<file path="config.mk">
export PLATFORM = sky130hd
export DESIGN_NAME = cmult_stream
export DESIGN_NICKNAME = d
export VERILOG_FILES = /design/src/rtl/cmult_pkg.sv /design/src/rtl/cmult_round_sat.sv /design/src/rtl/cmult_stream.sv
export SDC_FILE = /design/constraint.sdc
export NUM_CORES = 2
export LEC_CHECK = 0
export ABC_AREA = 0
export BUFFER_PORTS_ARGS = -buffer_cell sky130_fd_sc_hd__buf_2
export CORE_ASPECT_RATIO = 1.2
export CORE_MARGIN = 5
export CORE_UTILIZATION = 25
export CTS_BUF_LIST = sky130_fd_sc_hd__clkbuf_4 sky130_fd_sc_hd__clkbuf_8
export DETAILED_ROUTE_END_ITERATION = 8
export SYNTH_ARGS = -nofsm -noshare
export SYNTH_HDL_FRONTEND = slang
export SYNTH_SLANG_ARGS = --single-unit
</file>
<file path="constraint.sdc">
create_clock -name clk -period 10.8 [get_ports clk]
set_input_delay 0 -clock clk [delete_from_list [all_inputs] [get_ports clk]]
set_output_delay 0 -clock clk [all_outputs]
set_load 0.02 [all_outputs]
</file>
<file path="src/rtl/cmult_pkg.sv">
// Shared constants and types for the streaming complex multiplier.
package cmult_pkg;

  localparam int CM_A_W = 16;
  localparam int CM_B_W = 18;

  // Full-precision width of one complex product component.
  function automatic int cm_p_w(input int a, input int b);
    return a + b + 1;
  endfunction

  localparam int CM_P_W = cm_p_w(CM_A_W, CM_B_W);

  // Stage payload at the default operand widths.
  typedef struct packed {
    logic signed [CM_P_W-1:0] re;
    logic signed [CM_P_W-1:0] im;
    logic                     conj;
    logic                     ovf;
  } cm_payload_t;

endpackage

</file>
<file path="src/rtl/cmult_round_sat.sv">
// Combinational round-half-up, arithmetic shift and clamp of one
// full-precision component down to OUT_W bits, with a clamp flag.
module cmult_round_sat
  import cmult_pkg::*;
#(
  parameter int IN_W  = CM_P_W,
  parameter int OUT_W = CM_P_W,
  parameter int SHIFT = 0
) (
  input  logic signed [IN_W-1:0]  x,
  output logic signed [OUT_W-1:0] y,
  output logic                    ovf
);

  // One extra bit so the rounding constant can never wrap.
  localparam int EW     = IN_W + 1;
  localparam int RND_SH = (SHIFT > 0) ? SHIFT - 1 : 0;
  localparam logic signed [EW-1:0] RND_C =
    (SHIFT > 0) ? (EW'(1) <<< RND_SH) : '0;
  localparam logic signed [EW-1:0] MAX_V = (EW'(1) <<< (OUT_W - 1)) - EW'(1);
  localparam logic signed [EW-1:0] MIN_V = ~MAX_V;

  function automatic logic signed [EW-1:0] round_fn(input logic signed [IN_W-1:0] v);
    logic signed [EW-1:0] t;
    t = {v[IN_W-1], v};
    return (t + RND_C) >>> SHIFT;
  endfunction

  function automatic logic signed [OUT_W-1:0] sat_fn(input logic signed [EW-1:0] r);
    if (r > MAX_V) return MAX_V[OUT_W-1:0];
    if (r < MIN_V) return MIN_V[OUT_W-1:0];
    return r[OUT_W-1:0];
  endfunction

  logic signed [EW-1:0] r;

  // Round, then clamp to the output range and flag any clamp.
  always_comb begin
    r   = round_fn(x);
    y   = sat_fn(r);
    ovf = (r > MAX_V) || (r < MIN_V);
  end

endmodule

</file>
<file path="src/rtl/cmult_stream.sv">
// Four-stage pipelined signed complex multiplier with valid/ready flow
// control, per-sample conjugation of b and scaled/saturated outputs.
module cmult_stream
  import cmult_pkg::*;
#(
  parameter int A_W   = CM_A_W,
  parameter int B_W   = CM_B_W,
  parameter int OUT_W = cm_p_w(CM_A_W, CM_B_W),
  parameter int SHIFT = 0
) (
  input  logic                    clk,
  input  logic                    rst,
  input  logic                    s_valid,
  output logic                    s_ready,
  input  logic                    s_conj,
  input  logic signed [A_W-1:0]   real_part_a,
  input  logic signed [A_W-1:0]   imag_part_a,
  input  logic signed [B_W-1:0]   real_part_b,
  input  logic signed [B_W-1:0]   imag_part_b,
  output logic                    m_valid,
  input  logic                    m_ready,
  output logic signed [OUT_W-1:0] real_output,
  output logic signed [OUT_W-1:0] imag_output,
  output logic                    m_ovf,
  output logic                    ovf_sticky
);

  localparam int P_W = cm_p_w(A_W, B_W);

  logic adv;
  logic vld_p0, vld_p1, vld_p2, vld_p3;

  logic signed [A_W-1:0] ar_p0, ai_p0;
  logic signed [B_W-1:0] br_p0, bi_p0;
  logic                  conj_p0;

  logic signed [B_W:0]   bi_ext, bi_sel;
  logic signed [P_W-1:0] ar_x, ai_x, br_x, bi_x;

  logic signed [P_W-1:0] rr_p1, ii_p1, ri_p1, ir_p1;
  logic signed [P_W-1:0] re_p2, im_p2;

  logic signed [OUT_W-1:0] re_rs, im_rs;
  logic                    ovf_re, ovf_im;
  logic signed [OUT_W-1:0] re_p3, im_p3;
  logic                    ovf_p3;

  // Single global advance: every stage moves together or holds together.
  assign adv     = !vld_p3 || m_ready;
  assign s_ready = adv;
  assign m_valid = vld_p3;

  // Output data is forced to zero whenever no sample is being presented.
  assign real_output = vld_p3 ? re_p3 : '0;
  assign imag_output = vld_p3 ? im_p3 : '0;
  assign m_ovf       = vld_p3 && ovf_p3;

  // ---- S0: input register ----
  always_ff @(posedge clk) begin
    if (adv) begin
      ar_p0   <= real_part_a;
      ai_p0   <= imag_part_a;
      br_p0   <= real_part_b;
      bi_p0   <= imag_part_b;
      conj_p0 <= s_conj;
    end
  end

  // Conjugation in B_W+1 bits keeps -(-2^(B_W-1)) exact; all operands are
  // sign-extended to full precision so no product can wrap.
  always_comb begin
    bi_ext = {bi_p0[B_W-1], bi_p0};
    bi_sel = conj_p0 ? -bi_ext : bi_ext;
    ar_x   = {{(P_W-A_W){ar_p0[A_W-1]}}, ar_p0};
    ai_x   = {{(P_W-A_W){ai_p0[A_W-1]}}, ai_p0};
    br_x   = {{(P_W-B_W){br_p0[B_W-1]}}, br_p0};
    bi_x   = {{(P_W-B_W-1){bi_sel[B_W]}}, bi_sel};
  end

  // ---- S1: four partial products ----
  always_ff @(posedge clk) begin
    if (adv) begin
      rr_p1 <= ar_x * br_x;
      ii_p1 <= ai_x * bi_x;
      ri_p1 <= ar_x * bi_x;
      ir_p1 <= ai_x * br_x;
    end
  end

  // ---- S2: combine into real and imaginary parts ----
  always_ff @(posedge clk) begin
    if (adv) begin
      re_p2 <= rr_p1 - ii_p1;
      im_p2 <= ri_p1 + ir_p1;
    end
  end

  cmult_round_sat #(.IN_W(P_W), .OUT_W(OUT_W), .SHIFT(SHIFT)) u_rs_re (
    .x   (re_p2),
    .y   (re_rs),
    .ovf (ovf_re)
  );

  cmult_round_sat #(.IN_W(P_W), .OUT_W(OUT_W), .SHIFT(SHIFT)) u_rs_im (
    .x   (im_p2),
    .y   (im_rs),
    .ovf (ovf_im)
  );

  // ---- S3: rounded/saturated output register ----
  always_ff @(posedge clk) begin
    if (adv) begin
      re_p3  <= re_rs;
      im_p3  <= im_rs;
      ovf_p3 <= ovf_re || ovf_im;
    end
  end

  // Valid chain; reset discards every in-flight sample.
  always_ff @(posedge clk) begin
    if (rst) begin
      vld_p0 <= 1'b0;
      vld_p1 <= 1'b0;
      vld_p2 <= 1'b0;
      vld_p3 <= 1'b0;
    end else if (adv) begin
      vld_p0 <= s_valid;
      vld_p1 <= vld_p0;
      vld_p2 <= vld_p1;
      vld_p3 <= vld_p2;
    end
  end

  // Sticky flag records any saturated sample actually handed downstream.
  always_ff @(posedge clk) begin
    if (rst) begin
      ovf_sticky <= 1'b0;
    end else if (vld_p3 && m_ready && ovf_p3) begin
      ovf_sticky <= 1'b1;
    end
  end

endmodule

</file>
-- Word-level counts from Yosys, hierarchy flattened
Cells that the tools add are included.
- register bits after elaboration: 355
- input port bits: 73
- output and inout port bits: 74
- logic and storage cells: 55
- $add $sub $neg: 3
- multipliers: 4
- $lt $le $gt $ge: 4
- mux-type cells: 17
- reductions and logical operators: 8
- operators with widths (kind ; count):
    $mux W35 ; 10
    $gt A35 B35 Y1 const B ; 2
    $lt A35 B35 Y1 const B ; 2
    $mul A16 B19 Y35 ; 2
    $mul A16 B18 Y34 ; 2
    $add A35 B35 Y35 ; 1
    $sub A35 B35 Y35 ; 1
    $mux W19 ; 1
    $neg A18 Y19 ; 1
    $mux W1 ; 6
    $logic_or A1 B1 Y1 ; 4
    $logic_and A1 B1 Y1 ; 3
    $logic_not A1 Y1 ; 1

-- Longest topological paths before layout
- depth in word-level cells: 5
- mapped depth: 33
- mapped depth without buffers: 31

-- Hierarchy
A second synthesis with hierarchy kept.
- cell total of the unflattened synthesis: 6020
- area total of the unflattened synthesis: 59259.3 um2
- by module, submodules not included (module ; instances ; cells an instance ; area an instance (um2) ; seq. area each (um2)):
    cmult_stream ; 1 ; 5946 ; 58974.1 ; 10550.1
    cmult_round_sat ; 2 ; 37 ; 142.6 ; 0.0

-- Least setup slack after synthesis
No wires, ideal clock.
- kind: flip-flop to flip-flop
- from: register vld_p3, in the netlist m_valid
- to: register vld_p0
- library setup time: 0.149 ns
- data arrival time: 11.159 ns
- required time: 10.651 ns
- setup slack: -0.507 ns
- stages on the path, launching flop included: 6
- buffers on the path: 2
- period minus slack after synthesis: 11.307 ns
- path through: dfxtp_1 > clkbuf_1 > nand2b_1 > clkbuf_1 > mux2i_1 > nor2_1
- cells in the longest elaborated chain, start to end: 2
- ends and longest elaborated chain (element ; RTL line ; text):
    from (decl) ; cmult_stream.sv:31 ; logic vld_p0, vld_p1, vld_p2, vld_p3;
    from (signal assigned) ; cmult_stream.sv:130 ; vld_p3 <= vld_p2;
    $logic_not A1 Y1 ; cmult_stream.sv:49 ; assign adv = !vld_p3 || m_ready;
    $logic_or A1 B1 Y1 ; cmult_stream.sv:49 ;
    named net s_ready ; cmult_stream.sv:14 ; output logic s_ready,
    to (signal assigned) ; cmult_stream.sv:127 ; vld_p0 <= s_valid;
    to (decl) ; cmult_stream.sv:31 ;
The timed path passes the listed nets, and every way through them passes these cells.
A chain may end at the register's enable or synchronous reset.

-- Worst setup path in the final report
- from: register bi_p0[0]
- to: register ri_p1[34] (data pin)
- cells in the longest elaborated chain, start to end: 3
- ends and longest elaborated chain (element ; RTL line ; text):
    from (decl) ; cmult_stream.sv:34 ; logic signed [B_W-1:0] br_p0, bi_p0;
    from (signal assigned) ; cmult_stream.sv:64 ; bi_p0 <= imag_part_b;
    $neg A18 Y19 ; cmult_stream.sv:73 ; bi_sel = conj_p0 ? -bi_ext : bi_ext;
    $mux W19 * ; cmult_stream.sv:73 ;
    $mul A16 B19 Y35 * ; cmult_stream.sv:85 ; ri_p1 <= ar_x * bi_x;
    to (signal assigned) ; cmult_stream.sv:85 ;
    to (decl) ; cmult_stream.sv:40 ; logic signed [P_W-1:0] rr_p1, ii_p1, ri_p1, ir_p1;
Mark *: on every way between the ends. The rest lies on a longest branch, timed or not.

==> results_tabular.tex <==
\begin{tabular}{lr}
\hline
Metric & Value \\
\hline
\multicolumn{2}{l}{\textbf{Status}} \\
Result of the run & finished, final reports clean \\
\multicolumn{2}{l}{\textbf{Global route}} \\
First-pass GRT wire length & 248,600 um \\
Number of antenna violations at the first check in global routing & 16 \\
Maximum number of pins on one net before global-route repair & 73 \\
Overflow after GRT & 0 \\
GR Util All Layers & about an eighth \\
Via count of the first global-routing pass & 45,050 \\
\multicolumn{2}{l}{\textbf{Layout}} \\
Most used cells in the layout excluding fill and tap cells & inv\_1 (1,392), fa\_1 (1,190), nand2\_1 (716), and2\_1 (559), ha\_1 (417) \\
Leading cell type in the layout, fill and taps excluded & inv\_1 \\
Area growth, synth to finish & 11.93\% \\
Ratio of cells with drive above 1 in the final layout & roughly 6.0\% \\
Nets@finish & around 8,000 \\
\multicolumn{2}{l}{\textbf{Clock tree}} \\
Sink Count & about 350 \\
CTS clock-pin slew for the worst setup and hold paths & around 0.060 ns \\
TritonCTS buffer count & 67 \\
Clock Root Buffer & clkbuf\_8 \\
Post-CTS Setup Repair Bufs & 0 \\
CTS tree & yes \\
H-tree levels & 3 \\
Number of hold-repair buffers added at the cts stage & roughly 130 \\
Deepest clock path buffer count & 3 \\
Worst-skew pair later-pin latency & $\sim$0.76 ns \\
Count of instances resized after the clock tree is built & 0 \\
\multicolumn{2}{l}{\textbf{Job}} \\
Count of max-cap constraint violations & 0 \\
\multicolumn{2}{l}{\textbf{Synthesis}} \\
Post-Synthesis Cell Area & about 60,000 um2 \\
Number of enable flip-flop cells after synthesis & approximately 350 \\
Count of unique library cells instantiated by Yosys & between 70 and 80 \\
Number of standard cells after synthesis & roughly 6,000 \\
Part of the Yosys area used for sequential elements & 17.82\% \\
Net Count, Synth & 7,696 \\
Mean cell area of the mapped netlist & 9.840 um2 \\
Total number of yosys warnings & 0 \\
Async set-reset flop share out of synthesis & 0\% \\
Dominant register cell in the synthesized netlist & edfxtp\_1 \\
Register bit total from synthesis & roughly 350 \\
\multicolumn{2}{l}{\textbf{Timing}} \\
Slew of the pin with the lowest slew margin & 1.149 ns \\
Fin Setup TNS & 0 ns \\
Worst Skew & 0.05226 ns \\
Normalized max-slew margin & around a quarter \\
Hold Violations, Final & 0 \\
RSZ-0062 raised after global routing & no \\
Tcrit/Tclk final & a little over four fifths \\
Final Setup Violations & 0 \\
FMAX & approximately 110 MHz \\
Fin crit period & $\sim$9.1 ns \\
Total count of max-transition violations in the final report & 0 \\
\multicolumn{2}{l}{\textbf{Die}} \\
Die X & about 450 um \\
Core area & 235,400 um2 \\
Die Y-Extent & about 540 um \\
Effective utilization at floorplan & between 20\% and 30\% \\
Full die area & about 250,000 um2 \\
Row Count & between 150 and 200 \\
Number of placed I/O pins & 147 \\
\multicolumn{2}{l}{\textbf{Setup path}} \\
Setup crit start kind & register \\
Count of cell instances traversed by the critical path & 30 \\
CP peak stage delay & about 0.56 ns \\
Classification of the worst setup path & register to register \\
Delay-heaviest family, CP & adder cells \\
Worst Path Max Fanout & 32 \\
Cell with the most instances on the worst path & fa\_1 \\
Number of cells on the worst reg-to-reg path & 30 \\
Combined buffer and inverter count along the critical path & 6 \\
WP data required & 11.29 ns \\
Nature of the critical path endpoint & register \\
Cell type of the slowest stage on the worst timing path & fa\_1 \\
Arrival time reported for the critical path endpoint & about 9.6 ns \\
\multicolumn{2}{l}{\textbf{Drt}} \\
Number of DRC markers after the initial detailed-route iteration & 2,157 \\
Post-route antenna net violation count & 0 \\
Average wire per cell in the routed design & 16.45 um \\
First drt pass iteration count & 7 \\
Vias per Instance & about 4.4 \\
Drc violations & 0 \\
Wire length reported by the detailed router & roughly 150,000 um \\
Count of vias placed by the detailed router & between 40,000 and 50,000 \\
\multicolumn{2}{l}{\textbf{Placed design}} \\
Final HPWL DP & between 100,000 and 150,000 um \\
Number of port buffers & 146 \\
RePlAce Congestion & 0.8710 \\
\multicolumn{2}{l}{\textbf{Min path}} \\
Worst Hold Depth & 2 \\
Class of the tightest hold or removal check & primary input to register \\
\hline
\end{tabular}
[state kept, by name, indices dropped and copies added (netlist names), 16 cells and up]
register,count
br_p0,18
re_p3,35
ar_p0,16
im_p3,35
ir_p1,34
ri_p1,35
im_p2,35
rr_p1,34
ai_p0,16
ii_p1,35
re_p2,35
bi_p0,18
[per-stage QoR]
stage / hold WS [ns] / worst slack, ns / utilization, % / std cells / instance area, um2
global placement: 0.1790 / 1.975 / 26.92 / 9069 / 63380
global route: 0.02734 / 1.260 / 28.14 / 9327 / 66250
floorplan: 0.06907 / 2.914 / - / 6016 / 59200
CTS: 0.001563 / 1.777 / 28.13 / 9321 / 66240
detailed placement: 0.1784 / 1.734 / 26.92 / 9069 / 63380
finish: 0.05996 / 1.742 / 28.14 / 9330 / 66260
[path summary, 6_finish.rpt]
check / start / to / slack [ns]
setup / recovery: bi_p0[0]$_DFFE_PP_ / ri_p1[34]$_DFFE_PP_ / 1.74
hold / removal: real_part_b[3] / br_p0[3]$_DFFE_PP_ / 0.06
setup reg to reg: bi_p0[0]$_DFFE_PP_ / ri_p1[34]$_DFFE_PP_ / 1.74
hold reg to reg: re_p2[16]$_DFFE_PP_ / re_p3[16]$_SDFFCE_PP1P_ / 0.41
[layer usage]
| metal | GRT usage, % | share of wire (%) |
|---|---|---|
| met5 | 0 | 0.022 |
| met4 | 5.165 | 4.4 |
| met3 | 1.637 | 5.0 |
| met2 | 22.21 | 50 |
| met1 | 15.99 | 41 |
[kinds of logic (layout without fill, tap and decap cells)]
kind of cell | Yosys count | count (layout) | share of synthesized area (%)
AOI/OAI and AO/OA | 486 | 486 | 5.417
xor gates and xnor gates | 218 | 218 | 3.225
adders and majority gates | 1607 | 1607 | 49.06
buffers and inverters | 1714 | 1867 | 10.87
DFF | 353 | 353 | 17.82
muxes | 5 | 5 | 0.08666
other | 1 | 10 | 0.006335
and+or+nand+nor | 1632 | 1632 | 13.52
[cell usage after synthesis, types with 5 or more instances]
cell type,n,area (um2)
inv_1,1392,5225
fa_1,1190,23820
nand2_1,716,2688
and2_1,559,3497
ha_1,417,5218
edfxtp_1,348,10450
clkbuf_1,314,1179
xnor2_1,170,1489
nor2_1,150,563.0
a21oi_1,143,715.7
o21ai_0,87,435.4
a21o_1,74,555.5
nand2b_1,57,356.6
xor2_1,48,420.4
o21bai_1,33,247.7
nor3_1,32,160.2
nand3_1,30,150.1
a211oi_1,25,187.7
and3_1,20,125.1
nand4_1,18,112.6
o21a_1,18,135.1
a31oi_1,13,81.33
nor2b_1,12,75.07
or3_1,11,68.82
o31ai_1,10,75.07
a211o_1,8,70.07
o211ai_1,8,60.06
buf_1,7,26.28
a221o_1,5,50.05
dfxtp_1,5,100.1
nor4_1,5,31.28
or2_2,5,31.28
[final cells by class]
class	instances	area (um2)
Timing Repair Buffer	356	2643
Fill cell	24640	169200
Antenna cell	9	22.52
Clock buffer	78	1017
Inverter	1393	5229
Clock inverter	40	498.0
Multi-Input combinational cell	3949	42360
Sequential cell	353	10550
Tap cell	3152	3944
Power is not shown: default switching activity piles up to over one toggle a cycle in this logic, so the estimate is an artifact.
